===== config.mk =====
export PLATFORM = sky130hd
export DESIGN_NAME = evac_dispatcher
export DESIGN_NICKNAME = d
export VERILOG_FILES = /design/src/rtl/evac_dispatcher.sv
export SDC_FILE = /design/constraint.sdc
export NUM_CORES = 1
export LEC_CHECK = 0
export BUFFER_PORTS_ARGS = -buffer_cell sky130_fd_sc_hd__buf_2
export CORE_UTILIZATION = 55
export CTS_BUF_LIST = sky130_fd_sc_hd__clkbuf_2 sky130_fd_sc_hd__clkbuf_4 sky130_fd_sc_hd__clkbuf_8
export DETAILED_ROUTE_END_ITERATION = 8
export PLACE_DENSITY = 0.76
export SYNTH_ARGS = -nofsm -noshare
export SYNTH_HDL_FRONTEND = slang
export SYNTH_SLANG_ARGS = --single-unit

===== constraint.sdc =====
create_clock -name Main_Clock -period 4.67 [get_ports Main_Clock]
set_clock_uncertainty 0.15 [all_clocks]
set_input_delay 0.934 -clock Main_Clock [delete_from_list [all_inputs] [get_ports Main_Clock]]
set_output_delay 0.934 -clock Main_Clock [all_outputs]
set_load 0.01 [all_outputs]

===== src/rtl/evac_dispatcher.sv =====
// rtl/evac_dispatcher.sv - pops evacuation requests and assigns them to free rescue teams with mission timers
// Optional completed-mission counter enabled by defining EVAC_MISSION_STATS_EN.
module evac_dispatcher #(
  parameter int NUM_TEAMS = 4,
  parameter int TEAM_W    = 2,
  parameter int T_BASE    = 16,
  parameter int TIMER_W   = 12
) (
  input  logic                 Main_Clock,
  input  logic                 Reset,
  input  logic                 Enable,
  input  logic                 Empty,
  input  logic [7:0]           Queue_Zone,
  input  logic [1:0]           Queue_Priority,
  input  logic                 Recall,
  output logic                 Serve,
  output logic                 Dispatch_Valid,
  output logic [7:0]           Dispatch_Zone,
  output logic [TEAM_W-1:0]    Dispatch_Team,
  output logic [NUM_TEAMS-1:0] Team_Busy,
  output logic [7:0]           Missions_Done
);

  typedef enum logic [1:0] {IDLE, ISSUE, SETTLE} state_t;

  localparam logic [TIMER_W-1:0] T_BASE_W = TIMER_W'(T_BASE);

  state_t             state, state_next;
  logic               start;
  logic               any_free;
  logic [TEAM_W-1:0]  sel;
  logic [1:0]         prio_q;
  logic [TIMER_W-1:0] timer [NUM_TEAMS];

  // Descending scan leaves the lowest-index free team in sel.
  always_comb begin
    sel      = '0;
    any_free = 1'b0;
    for (int i = NUM_TEAMS - 1; i >= 0; i--) begin
      if (!Team_Busy[i]) begin
        sel      = TEAM_W'(i);
        any_free = 1'b1;
      end
    end
  end

  always_comb begin
    state_next = state;
    start      = 1'b0;
    case (state)
      IDLE: begin
        if (Enable && !Empty && any_free && !Recall) begin
          start      = 1'b1;
          state_next = ISSUE;
        end
      end
      ISSUE:   state_next = SETTLE;
      SETTLE:  state_next = IDLE;
      default: state_next = IDLE;
    endcase
  end

  always_ff @(posedge Main_Clock) begin
    if (Reset) begin
      state          <= IDLE;
      Serve          <= 1'b0;
      Dispatch_Valid <= 1'b0;
      Dispatch_Zone  <= '0;
      Dispatch_Team  <= '0;
      prio_q         <= '0;
    end else begin
      state          <= state_next;
      Serve          <= start;
      Dispatch_Valid <= start;
      if (start) begin
        Dispatch_Zone <= Queue_Zone;
        Dispatch_Team <= sel;
        prio_q        <= Queue_Priority;
      end
    end
  end

  // Recall overrides the assignment made at the end of ISSUE.
  always_ff @(posedge Main_Clock) begin
    for (int i = 0; i < NUM_TEAMS; i++) begin
      if (Reset || Recall) begin
        Team_Busy[i] <= 1'b0;
        timer[i]     <= '0;
      end else if (state == ISSUE && Dispatch_Team == TEAM_W'(i)) begin
        Team_Busy[i] <= 1'b1;
        timer[i]     <= T_BASE_W << (2'd3 - prio_q);
      end else if (Team_Busy[i]) begin
        if (timer[i] == TIMER_W'(1)) begin
          Team_Busy[i] <= 1'b0;
          timer[i]     <= '0;
        end else begin
          timer[i] <= timer[i] - TIMER_W'(1);
        end
      end
    end
  end

`ifdef EVAC_MISSION_STATS_EN
  logic [NUM_TEAMS-1:0] expire;
  logic [3:0]           n_exp;
  logic [8:0]           done_sum;

  always_comb begin
    n_exp = '0;
    for (int i = 0; i < NUM_TEAMS; i++) begin
      expire[i] = Team_Busy[i] && (timer[i] == TIMER_W'(1)) && !Recall;
      n_exp     = n_exp + 4'(expire[i]);
    end
    done_sum = {1'b0, Missions_Done} + 9'(n_exp);
  end

  always_ff @(posedge Main_Clock) begin
    if (Reset) begin
      Missions_Done <= '0;
    end else if (done_sum > 9'd255) begin
      Missions_Done <= 8'd255;
    end else begin
      Missions_Done <= done_sum[7:0];
    end
  end
`else
  assign Missions_Done = 8'd0;
`endif

endmodule

### Word level (Yosys, flattened, before mapping)

Memory sizes are Yosys's and may differ from the RTL's.
Cells that the tools add are included.
Widths: inputs -> output; s select.

| word-level totals | value |
|---|---|
| output and inout port bits | 24 |
| RAM bits | 48 |
| memories | 1 |
| register bits | 19 |
| input bits | 15 |
| word-level logic and storage cells | 128 |

| operators by class | value |
|---|---|
| add/sub/neg operators | 5 |
| reductions and logical operators | 12 |
| bitwise operators | 12 |
| mux-type cells | 82 |
| equality and inequality tests | 9 |
| shifts and indexed selects | 1 |

Memory list:

| memory | depth | bits a word | read ports | clocked after memory_dff | write ports | line | RTL |
|---|---|---|---|---|---|---|---|
| timer | 4 | 12 | 4 | 0 | 4 | 33 | `logic [TIMER_W-1:0] timer [NUM_TEAMS];` |

Operators with widths:

| cell | count |
|---|---|
| $mux 12 | 12 |
| $mux 1 | 64 |
| $eq 12x1->1 const B | 4 |
| $sub 12x1->12 const B | 4 |
| $or 1x1->1 | 12 |
| $shl 5x2->12 const A | 1 |
| $mux 2 | 5 |
| $logic_and 1x1->1 | 7 |
| $eq 2x1->1 const B | 2 |
| $eq 2x2->1 const B | 2 |
| $logic_not 2->1 | 2 |
| $pmux 2 s2 | 1 |
| $logic_not 1->1 | 2 |
| $ne 2x2->1 const B | 1 |
| $sub 2x2->2 const A | 1 |
| $logic_or 1x1->1 | 1 |

### Depth between registers and ports, before layout

Gate-level depths: netlist of run 1.
An unclocked memory read counts as a cell.

| logic depth | value |
|---|---|
| depth in word-level cells | 9 |
| gate-level depth with buffers | 7 |
| gate-level depth less buffers | 6 |

### Worst setup path after synthesis of run 1

Ideal clock, no wire load.

| timing path | value |
|---|---|
| path kind | input-to-reg |
| start | in Reset |
| end | mem timer[1][0], enable pin |
| cell stages on the path | 5 |
| path slack | 2.037 ns |
| buffers on the path | 3 |
| arrival | 2.169 ns |
| data required time | 4.206 ns |
| library setup time | 0.314 ns |
| cells stage by stage | clkbuf_1 -> or2_1 -> clkbuf_1 -> clkbuf_1 -> or3_1 |

RTL lines:

| item | line | RTL |
|---|---|---|
| start, declared | 10 | `input logic Reset,` |
| end, declared | 33 |  |

==> results.json, run 1 <==
{
  "synth-seq-cells": 67,
  "numCtsBuffers": 9,
  "floorplan.io_pins": 39,
  "grt_max_degree": 18,
  "ir_worst_vdd_mv": 0.237,
  "drtAntennaViolNets": 0,
  "grt_pass1_vias": 2259,
  "drtPass1Iterations": 4,
  "path_cells": "buf_2 > or2_1 > nor2_1 > nand3_1 > o22ai_1",
  "hpwlAfterDp_microns": 4570,
  "die_w_microns": 81.9,
  "diodes": 0,
  "num_rows": 28,
  "outcome": "complete, no violations",
  "routabilityCongestion": 0.796,
  "setup-tns-final_ps": 0,
  "async_flop_share_pct": 0,
  "core_sq_um": 6030,
  "initial_utilization_pct": 58.2,
  "critPathArrivalTime_ps": 2310,
  "dr_total_vias": 2460,
  "dieArea_sq_um": 6700,
  "synth_top_cell_by_area": "edfxtp_1",
  "cpPeakStageDelay_ps": 470,
  "avgSynthCellArea_sq_um": 10.6,
  "numPortBuffers": 30,
  "finalWirelength_microns": 6510,
  "syn_to_final_growth_pct": 9.30,
  "slew_headroom_pct": 48.6,
  "cp_max_fo": 17,
  "instances_no_fill": 439,
  "fill_cells": 481,
  "netlist-cell-type-count": 49,
  "placed_cells": 423,
  "cts_resized": 0,
  "clock_latency_ps": 340,
  "htree_levels": 3,
  "cp-end-kind": "flop",
  "antenna_found_initial": 0,
  "worst_pin_slew_ps": 764,
  "vias_per_cell": 5.60,
  "fmaxAchievable_ghz": 0.417,
  "synth-edff-count": 48,
  "finalSetupViolations": 0,
  "required_ps": 4580,
  "synth_cells": 331,
  "leakagePower_nw": 1.43,
  "rrSetupSlack_ps": 2340,
  "layout_min_cycle_time_ps": 2400,
  "hp-class": "reg -> reg",
  "maxSlewViolCount": 0,
  "cts_tree": "built",
  "hold_buffers": 0,
  "drv_cap": 0,
  "synth.top_cell.area_share_pct": 41.1,
  "cts_setup_buffers": 0,
  "syn_area_sq_um": 3510,
  "synth_flop_cell": "edfxtp_1",
  "synth.area.top_cells": "edfxtp_1 41%, dfxtp_1 11%, nor2_1 6.2%, xor2_1 4.7%, xnor2_1 3.7%",
  "synth_most_common_cell": "nor2_1",
  "drt-initial-drc-count": 164,
  "fp.dieH_microns": 81.9,
  "powerDensity_nw_per_um2": 323,
  "yosys-top-cells-count": "58 x nor2_1, 48 x edfxtp_1, 19 x dfxtp_1, 19 x xor2_1, 16 x nand3_1",
  "cts_num_sinks": 67,
  "path_clk_slew_ps": 70,
  "crit_slowest_cell": "or2_1",
  "synth_seq_area_share_pct": 51.9,
  "grt-ovfl-total": 0,
  "rsz0062_at_grt": "false",
  "finalHoldViolCount": 0,
  "cts_buffer_depth": 2,
  "fin_nets": 382,
  "drc": 0,
  "clockRootBuffer": "clkbuf_8",
  "grt_pass1_wl_microns": 10400,
  "yosys_warnings": 0,
  "track_usage_pct": 21.0,
  "finalCritPeriodShare_pct": 51.4,
  "detail_route.wl_per_cell_microns": 14.8,
  "drive_above_1_share_pct": 14.8,
  "critPathKind": "in -> reg",
  "crit_path_start_kind": "input port"
}
==> critical path: cells and delay by family <==
kind / cells / cell delay [ps]
simple gates: 3 / 940
buf+inv: 1 / 260
compound gates: 1 / 170
==> logic make-up after synthesis <==
group | synth area share [%]
flops | 51.9
buf+inv | 4.46
other cells | 0.107
compound gates | 7.38
xor+xnor | 8.48
fa+ha+maj | 2.85
simple gates | 22.0
mux | 2.85
==> per-stage QoR <==
stage               setup WS (ps)  cell area (sq um)  utilization (%)  hold slack, ps  power [mW]
floorplan                    2040               3540                -             341       0.794
global placement             1980               3660             60.7             321       0.815
detailed placement           1910               3660             60.7             329       0.819
CTS                          2300               3840             63.7             346        1.25
global route                 2140               3840             63.7             380        1.29
finish                       2270               3840             63.7             344        1.24
==> final timing paths <==
check | startpoint | to | depth (start not counted)
setup reg to reg | timer[1][6] | timer[1][6] | 4
setup / recovery | Reset | timer[1][6] | 5
hold / removal | Dispatch_Zone[6] | Dispatch_Zone[6] | 2
hold reg to reg | Dispatch_Zone[6] | Dispatch_Zone[6] | 2
==> final cells by class <==
class | count | area, sq um | area share, %
multi-input cells | 242 | 1560 | 40.6
inverters | 9 | 33.8 | 0.881
clock inverters | 6 | 41.3 | 1.08
repair buffers | 30 | 150 | 3.91
clock buffers | 10 | 138 | 3.59
well taps | 75 | 93.8 | 2.45
flip-flops and latches | 67 | 1820 | 47.5
==> cells in the final DEF, fill, tap and decap left out, types with 2 or more instances in the layout <==
master / instances
a21oi_1: 9
buf_2: 30
clkbuf_8: 10
clkinv_2: 2
clkinvlp_4: 3
conb_1: 8
dfxtp_1: 19
edfxtp_1: 48
ha_1: 8
inv_1: 9
mux2i_1: 10
nand2_1: 14
nand2b_1: 5
nand3_1: 16
nand3b_1: 2
nand4_1: 3
nor2_1: 58
nor2b_1: 3
nor3_1: 7
nor3b_1: 6
nor4_1: 5
nor4_2: 4
nor4b_1: 4
nor4bb_1: 2
o21ai_0: 2
o22ai_1: 12
o31ai_1: 4
or3_1: 4
or4_1: 2
or4_4: 2
xnor2_1: 15
xor2_1: 19
==> registers in the layout, summed over array words and instances, names as in the netlist <==
signal          flops
timer              48
Dispatch_Zone       8
Team_Busy           4
state               2
Dispatch_Team       2
Dispatch_Valid      1
prio_q              2
==> power by group <==
part	internal [mW]	switching [mW]	total (mW)
combinational	0.0540	0.0707	0.125
sequential	0.658	0.0252	0.684
clock	0.206	0.223	0.429
total	0.918	0.319	1.24
==> layer usage <==
metal / track usage [%] / share of wire (%)
met5: 0 / 0
met1: 27.5 / 47
met4: 11.6 / 0.52
met2: 31.7 / 46
met3: 5.44 / 6.5
Note: power is estimated with default switching activity, not from simulation.
==> run 2: changes to the inputs <==
==> constraint.sdc (replaced) <==
create_clock -name Main_Clock -period 2.4 [get_ports Main_Clock]
set_clock_uncertainty 0.15 [all_clocks]
set_input_delay 0.48 -clock Main_Clock [delete_from_list [all_inputs] [get_ports Main_Clock]]
set_output_delay 0.48 -clock Main_Clock [all_outputs]
set_load 0.01 [all_outputs]
==> results.json, run 2 (synthesis results as in run 1) <==
{
  "path_clk_slew_ps": 80,
  "cts_setup_buffers": 0,
  "cts_num_sinks": 67,
  "critPathLaunch": "timer[3][1]",
  "setup.worst_path.end": "timer[3][4]",
  "reg2regPathDepth": 6,
  "switching_share_pct": 24.9,
  "core_sq_um": 6030,
  "rsz0062_at_grt": "false",
  "fmaxAchievable_ghz": 0.473,
  "worstReg2RegEnd": "timer[3][4]",
  "cts_resized": 0,
  "maxSlewViolCount": 0,
  "p_seq_share_pct": 53.0,
  "rrSetupSlack_ps": 290,
  "required_ps": 2310,
  "hpwlAfterDp_microns": 4770,
  "grt_max_degree": 17,
  "detail_route.wl_per_cell_microns": 15.0,
  "dr_total_vias": 2551,
  "fin_nets": 392,
  "syn_to_final_growth_pct": 11.7,
  "vias_per_cell": 5.68,
  "crit_path_start_kind": "flop",
  "grt_pass1_wl_microns": 11100,
  "drv_cap": 0,
  "fill_cells": 479,
  "p_int_mw": 1.88,
  "drive_above_1_share_pct": 16.8,
  "clockPowerShare_pct": 36.5,
  "track_usage_pct": 22.6,
  "hold_buffers": 0,
  "rr_startpoint": "timer[3][1]",
  "layout_commonest_cell": "nor2_1",
  "crit_slowest_cell": "edfxtp_1",
  "grt_pass1_vias": 2402,
  "powerDensity_nw_per_um2": 640,
  "grt-ovfl-total": 0,
  "largest_register_ff_count": 48,
  "diodes": 0,
  "clock_latency_ps": 350,
  "cts_buffer_depth": 2,
  "leakagePower_nw": 1.49,
  "drtPass1Iterations": 4,
  "initial_utilization_pct": 58.2,
  "hp-class": "in -> reg",
  "cpMostUsedCell": "nand3_1",
  "numCtsBuffers": 9,
  "htree_levels": 3,
  "whs_ps": 219,
  "drt-initial-drc-count": 167,
  "ir_worst_vdd_mv": 0.440,
  "placed_cells": 433,
  "dieArea_sq_um": 6700,
  "cp_max_fo": 12,
  "fp.dieH_microns": 81.9,
  "numPortBuffers": 30,
  "regMostFlops": "timer",
  "cp-end-kind": "flop",
  "setup-tns-final_ps": 0,
  "num_rows": 28,
  "finalHoldViolCount": 0,
  "routabilityCongestion": 0.825,
  "die_w_microns": 81.9,
  "p_sw_uw": 624,
  "worst_pin_slew_ps": 642,
  "floorplan.io_pins": 39,
  "placed_area_sq_um": 3730,
  "total_power_mw": 2.51,
  "hp-start": "Queue_Zone[1]",
  "path_cells": "inv_1 > ha_1 > nor4b_1 > nand3_1 > nand3_1 > o22ai_1",
  "outcome": "complete, no violations",
  "clockRootBuffer": "clkbuf_8",
  "critPathArrivalTime_ps": 2030,
  "power_frac_comb_pct": 10.5,
  "slew_headroom_pct": 56.6,
  "cpPeakStageDelay_ps": 440,
  "antenna_found_initial": 0,
  "finalCritPeriodShare_pct": 88.0,
  "drtAntennaViolNets": 0,
  "reg_top3": "timer (48), Dispatch_Zone (8), Team_Busy (4)",
  "finalWirelength_microns": 6760,
  "instances_no_fill": 449,
  "cts_tree": "built",
  "final_cell_mix": "58 x nor2_1, 48 x edfxtp_1, 30 x buf_2, 19 x dfxtp_1, 19 x xor2_1",
  "fin_area_sq_um": 3920,
  "layout_min_cycle_time_ps": 2110,
  "finalSetupViolations": 0,
  "critPathKind": "reg -> reg",
  "drc": 0
}
## run 2: cell types whose count changed in the layout (fill, tap and decap cells not counted)
cell / before / now
clkbuf_8: 10 / 9
clkinv_2: 2 / 3
clkbuf_4: 0 / 1
bufinv_16: 0 / 1
buf_4: 0 / 10
clkinvlp_4: 3 / 1
clkinv_1: 0 / 1
clkinv_4: 1 / 0
## run 2: power by group through the flow
stage          Combinational, mW  Sequential [mW]  Clock [mW]
6_report                   0.262             1.33       0.916
3_5_place_dp               0.260             1.35           0
4_1_cts                    0.262             1.33       0.920
3_3_place_gp               0.254             1.35           0
5_1_grt                    0.292             1.34       0.977
2_1_floorplan              0.199             1.35           0
## run 2: worst min path at each step
| stage | endpoint | cells past startpoint |
|---|---|---|
| final | Dispatch_Zone[1] | 3 |
| after CTS | Dispatch_Zone[4] | 3 |
| after global placement | Dispatch_Zone[6] | 2 |
| after global routing | Dispatch_Zone[3] | 3 |
| after detailed placement | Dispatch_Zone[7] | 2 |
| after floorplan | state[1] | 1 |
## run 2: area by class of cell
class                   count  area, sq um  area share [%]
repair buffers             40          225            5.75
clock inverters             6         56.3            1.44
inverters                   9         33.8           0.862
multi-input cells         242         1560            39.7
well taps                  75         93.8            2.39
flip-flops and latches     67         1820            46.5
clock buffers              10          131            3.35
## run 2: worst max-delay path, delay by kind of cell (launching register included)
kind	cells	cell delay [ps]
AOI/OAI and AO/OA	1	150
and+or+nand+nor	3	820
DFF	1	440
buffers and inverters	1	120
adders and majority gates	1	160
## run 2: metrics by stage
stage / util [%] / worst slack, ps
6_report: 65.1 / 288
3_3_place_gp: 61.9 / 324
2_1_floorplan: - / 221
4_1_cts: 65.1 / 280
3_5_place_dp: 61.9 / 299
5_1_grt: 65.1 / 43.8
## run 2: routing by layer
layer / GRT usage (%) / vias to the layer above / wire (microns)
met5: 0 / - / 0
met4: 10.0 / 0 / 120
met3: 6.67 / 10 / 322
met2: 33.6 / 61 / 3020
met1: 30.4 / 1221 / 3300
li1: - / 1259 / -
